### src/rtl/cpu_wb_stage_buf.sv
// Writeback stage buffer: valid/ready handshake, 2-entry skid, flush, LANES write channels, retire counter.
// Optional HI/LO write path is compiled in with `define WB_HILO_EN.
module cpu_wb_lane_wen #(
  parameter int REG_W = 5
) (
  input  logic             valid,
  input  logic             en,
  input  logic [REG_W-1:0] wreg,
  output logic             wen
);
  // r0 is hardwired, so its writes are dropped here but still retire
  assign wen = valid & en & (wreg != '0);
endmodule

module cpu_wb_stage_buf #(
  parameter int DATA_W = 32,
  parameter int REG_W  = 5,
  parameter int ADDR_W = 32,
  parameter int LANES  = 2
) (
  input  logic                          clock,
  input  logic                          resetn,
  input  logic                          flush,
  input  logic                          in_valid,
  output logic                          in_ready,
  input  logic [LANES-1:0]              in_lane_en,
  input  logic [LANES-1:0][DATA_W-1:0]  in_wdata,
  input  logic [LANES-1:0][REG_W-1:0]   in_wreg,
  input  logic [LANES-1:0][ADDR_W-1:0]  in_addr,
`ifdef WB_HILO_EN
  input  logic                          in_w_hi,
  input  logic                          in_w_lo,
  input  logic [DATA_W-1:0]             in_hi_data,
  input  logic [DATA_W-1:0]             in_lo_data,
  output logic                          out_w_hi,
  output logic                          out_w_lo,
  output logic [DATA_W-1:0]             out_hi_data,
  output logic [DATA_W-1:0]             out_lo_data,
`endif
  output logic                          out_valid,
  input  logic                          out_ready,
  output logic [LANES-1:0]              out_lane_wen,
  output logic [LANES-1:0][DATA_W-1:0]  out_wdata,
  output logic [LANES-1:0][REG_W-1:0]   out_wreg,
  output logic [LANES-1:0][ADDR_W-1:0]  out_addr,
  output logic [31:0]                   retire_cnt
);
  typedef struct packed {
    logic [LANES-1:0]             lane_en;
    logic [LANES-1:0][DATA_W-1:0] wdata;
    logic [LANES-1:0][REG_W-1:0]  wreg;
    logic [LANES-1:0][ADDR_W-1:0] addr;
`ifdef WB_HILO_EN
    logic                         w_hi;
    logic                         w_lo;
    logic [DATA_W-1:0]            hi_data;
    logic [DATA_W-1:0]            lo_data;
`endif
  } entry_t;

  typedef enum logic [1:0] {EMPTY, FULL, SKID} state_t;

  state_t      state;
  entry_t      main_q, skid_q, in_e;
  logic [31:0] cnt_q;
  logic [31:0] pop;
  logic        main_valid, accept, xfer;

  always_comb begin
    in_e         = '0;
    in_e.lane_en = in_lane_en;
    in_e.wdata   = in_wdata;
    in_e.wreg    = in_wreg;
    in_e.addr    = in_addr;
`ifdef WB_HILO_EN
    in_e.w_hi    = in_w_hi;
    in_e.w_lo    = in_w_lo;
    in_e.hi_data = in_hi_data;
    in_e.lo_data = in_lo_data;
`endif
  end

  // ready/valid come from state only; out_ready never reaches in_ready
  assign main_valid = (state != EMPTY);
  assign in_ready   = resetn & (state != SKID);
  assign out_valid  = main_valid;
  assign accept     = in_valid & in_ready;
  assign xfer       = main_valid & out_ready;

  always_comb begin
    pop = '0;
    for (int i = 0; i < LANES; i++) pop = pop + 32'(main_q.lane_en[i]);
  end

  always_ff @(posedge clock) begin
    if (!resetn) begin
      state  <= EMPTY;
      main_q <= '0;
      skid_q <= '0;
      cnt_q  <= '0;
    end else begin
      // a head leaving in the flush cycle has already retired
      if (xfer) cnt_q <= cnt_q + pop;
      if (flush) state <= EMPTY;
      else begin
        case (state)
          EMPTY: if (accept) begin
            main_q <= in_e;
            state  <= FULL;
          end
          FULL: begin
            if (accept && xfer) main_q <= in_e;
            else if (accept) begin
              skid_q <= in_e;
              state  <= SKID;
            end else if (xfer) state <= EMPTY;
          end
          SKID: if (xfer) begin
            main_q <= skid_q;
            state  <= FULL;
          end
          default: state <= EMPTY;
        endcase
      end
    end
  end

  for (genvar g = 0; g < LANES; g++) begin : g_lane
    cpu_wb_lane_wen #(.REG_W(REG_W)) u_wen (
      .valid (main_valid),
      .en    (main_q.lane_en[g]),
      .wreg  (main_q.wreg[g]),
      .wen   (out_lane_wen[g])
    );
  end

  assign out_wdata  = main_q.wdata;
  assign out_wreg   = main_q.wreg;
  assign out_addr   = main_q.addr;
  assign retire_cnt = cnt_q;
`ifdef WB_HILO_EN
  assign out_w_hi    = main_valid & main_q.w_hi;
  assign out_w_lo    = main_valid & main_q.w_lo;
  assign out_hi_data = main_q.hi_data;
  assign out_lo_data = main_q.lo_data;
`endif
endmodule
### config.mk
export PLATFORM = sky130hd
export DESIGN_NAME = cpu_wb_stage_buf
export DESIGN_NICKNAME = d
export VERILOG_FILES = /design/src/rtl/cpu_wb_stage_buf.sv
export SDC_FILE = /design/constraint.sdc
export NUM_CORES = 1
export LEC_CHECK = 0
export BUFFER_PORTS_ARGS = -buffer_cell sky130_fd_sc_hd__buf_2
export CORE_UTILIZATION = 45
export DETAILED_ROUTE_END_ITERATION = 6
export MAX_ROUTING_LAYER = met4
export PLACE_DENSITY_LB_ADDON = 0.05
export SLEW_MARGIN = 20
export SYNTH_ARGS = -nofsm -noshare
export SYNTH_HDL_FRONTEND = slang
export SYNTH_SLANG_ARGS = --single-unit
### constraint.sdc
create_clock -name clock -period 3.2 [get_ports clock]
set_clock_uncertainty 0.1 [all_clocks]
set_input_delay 0 -clock clock [delete_from_list [all_inputs] [get_ports clock]]
set_output_delay 0 -clock clock [all_outputs]
set_load 0.1 [all_outputs]
==> impl_metrics.py <==
metrics = {
    "setup_path": {
        "r2r_cells": 8,
        "cp_slowest_cell": "or4_1",
        "crit_type": "register to register",
        "slowest_delay_ns": 0.75,
        "start_kind": "register",
        "critPathTopFamily": "simple AND/OR/NAND/NOR gates",
        "worst-endpoint-arrival_ns": 3.25,
        "crit_required_ns": 3.53,
        "crit_chain": "inv_1, fa_1, inv_1, ha_1, o211ai_4, or4_1, or4_1, a21oi_1",
        "crit_path_max_fanout": 16,
        "worstSetupPathDepth": 8,
        "cp_num_buf_inv": 2,
        "end_kind": "register",
    },
    "logic_synthesis": {
        "ys_seq_area_frac": 0.481,
        "synth_compound_area_frac": 0.227,
        "synthTopCellsByCount": "dfxtp_1 (314), a21oi_1 (301), nand2_1 (294)",
        "async_flop_share": 0,
        "ys_types": 44,
        "yosys_warnings": 0,
        "syn_area_um2": 13100,
        "synthSimpleGateAreaFrac": 0.122,
        "synth_edf_count": 0,
        "synth_mux_area_frac": 0.109,
        "synthDominantCellAreaShare": 0.481,
        "synthFlopType": "dfxtp_1",
        "yosysMostFrequentCell": "dfxtp_1",
        "synth_top_area_cell": "dfxtp_1",
        "synthCells": 1481,
        "synth_fa_ha_area_frac": 0.00249,
        "synth_xor_area_frac": 0.00670,
        "synth_top_family_by_area": "compound AO/OA/AOI/OAI gates",
        "postSynthAreaPerCell_um2": 8.83,
        "synthTopCellsByArea": "dfxtp_1 (48%), a21oi_1 (12%), mux2i_1 (11%)",
        "synth_seq_cells": 314,
        "synthesis.nets": 1628,
    },
    "clocking": {
        "root_buffer": "clkbuf_16",
        "cts-resized-gates": 0,
        "clock_sinks": 314,
        "clk_path_buf_depth": 3,
        "clkSlewWorstSetupHoldPaths_ns": 0.06,
        "cts_inserted_buffers": 36,
        "clock_latency_ns": 0.51,
        "htree_levels": 2,
        "cts_tree": "done",
    },
    "timing": {
        "max_slew.worst_pin.slew_ns": 0.986,
        "hold_viol_final": 0,
        "rsz0062_at_grt": "no",
        "setup_violations": 0,
        "fmax_mhz": 343,
        "fin_tns_setup_ns": 0,
        "period_share": 0.912,
        "max_slew_margin": 0.336,
        "maxSlewViolCount": 0,
        "fin_crit_ns": 2.92,
    },
    "route": {
        "drt_iter0_markers": 753,
        "drtPass1Iterations": 4,
        "wl_per_cell_um": 16.5,
        "vias_per_cell": 5.35,
        "drt-total-wl_mm": 37.3,
        "vias": 12100,
        "drc": 0,
        "drt.antenna.violating_nets": 0,
    },
    "floorplanning": {
        "die-area_um2": 29800,
        "rows": 62,
        "core_um2": 28600,
        "die_h_um": 172,
        "die_x_um": 172,
        "io_pins": 319,
        "start_util": 0.457,
    },
    "place": {
        "dp.cells": 2048,
        "hpwlAfterDp_mm": 21.7,
        "gp_congestion": 0.764,
        "portBuffers": 318,
    },
    "job": {
        "cap_violations": 0,
    },
    "global_route": {
        "grt_overflow": 0,
        "grt_pass1_vias": 11100,
        "grtUsageTotal": 0.244,
        "antenna_found_initial": 1,
        "grt_first_pass_wirelength_mm": 57.2,
        "grt_max_degree": 141,
    },
    "cells_and_area": {
        "drive_above_1_share": 0.217,
        "area_growth_pct": 33.4,
        "fin_nets": 1994,
        "finalNonFillerCells": 2259,
    },
    "worst_hold_path": {
        "min-delay-path-class": "input port to register",
        "whs_path_depth": 4,
    },
    "power_and_ir_drop": {
        "power.density_nw_per_um2": 557,
        "leakage_nw": 7.55,
        "irDropWorstVdd_uv": 511,
    },
    "status": {
        "status": "finished clean",
    },
}
==> final timing paths <==
kind | end | from | slack [ns]
setup / recovery | retire_cnt[22] | main_q[138] | 0.28
hold / removal | skid_q[134] | in_wdata[60] | 0.18
setup reg to reg | retire_cnt[22] | main_q[138] | 0.28
hold reg to reg | skid_q[16] | skid_q[16] | 0.35
==> area by class of cell <==
type                       instances  area [um^2]
antenna                            1         2.50
sequential                       314         6290
clock inverter                    13          126
tap                              384          480
multi-input combinational        996         6130
fill                            2554        11200
timing repair buffer             484         3300
clock buffer                      52         1040
inverter                          15         71.3
==> cells by family (layout without fill, tap and decap cells) <==
logic type | Yosys count | in the layout
AO/OA/AOI/OAI | 469 | 469
XOR/XNOR | 10 | 10
adder cells (fa/ha/maj) | 2 | 2
buffers and inverters | 171 | 564
flip-flops | 314 | 314
multiplexers | 142 | 142
other | 0 | 1
AND/OR/NAND/NOR | 373 | 373
==> cell usage in the layout (no fill, tap or decap), drive strengths merged, types with 2 or more instances in the layout <==
cell type	n
a211oi	2
o21ai	2
o211ai	2
clkbuf	52
and3	2
a31o	2
and2	2
a311oi	140
nor2b	2
nand4bb	4
nand3	10
mux2i	142
xnor2	9
o41ai	6
or4	9
or3	7
bufinv	2
nor2	14
nand2	294
o31ai	10
nor4	6
and4	4
dfxtp	314
o311a	2
or2	2
inv	18
clkinv	8
nor3	4
dlygate4sd3	145
nand4	8
buf	339
a21oi	301
==> state kept, by name (all words and copies together), names as in the netlist <==
register,count
skid_q,140
out_addr,64
out_wdata,64
retire_cnt,32
out_wreg,10
main_q,2
state,2
==> worst register-to-register path: stages (launching register included) <==
cell and delay (ns):
dfxtp_1 0.36, inv_1 0.07, fa_1 0.44, inv_1 0.08, ha_1 0.19, o211ai_4 0.14
or4_1 0.76, or4_1 0.55, a21oi_1 0.15
==> routing by layer <==
metal  up-vias  wire (um)  GRT usage
li1       6099          -          -
met1      5630      17200      0.322
met2       320      17100      0.375
met3        45       2300     0.0545
met4         0        638     0.0639
met5         -          0          -
==> power by group <==
part / switching (W) / leakage, nW / total [W] / internal [W]
clock network: 0.00162 / 0.583 / 0.00406 / 0.00244
registers: 0.0000612 / 2.55 / 0.00408 / 0.00402
logic: 0.00116 / 4.41 / 0.00157 / 0.000408
total: 0.00285 / 7.55 / 0.00971 / 0.00686
==> what timing repair did <==
item                      in CTS  in global routing
hold endpoints to repair     291                  0
hold buffers                 145                  0
setup buffers                  0                  0
==> metrics by stage <==
step	setup WS (ns)	utilization	hold WS, ns	area, um^2	total power (W)
5_1_grt	0.108	0.609	0.187	17400	0.0101
4_1_cts	0.273	0.609	0.163	17400	0.00978
2_1_floorplan	0.176	-	0.0360	13100	0.00525
6_report	0.282	0.609	0.183	17400	0.00971
3_3_place_gp	0.373	0.518	0.151	14800	0.00557
3_5_place_dp	0.305	0.518	0.157	14800	0.00558
No activity file was read; power rests on OpenSTA's default activity.
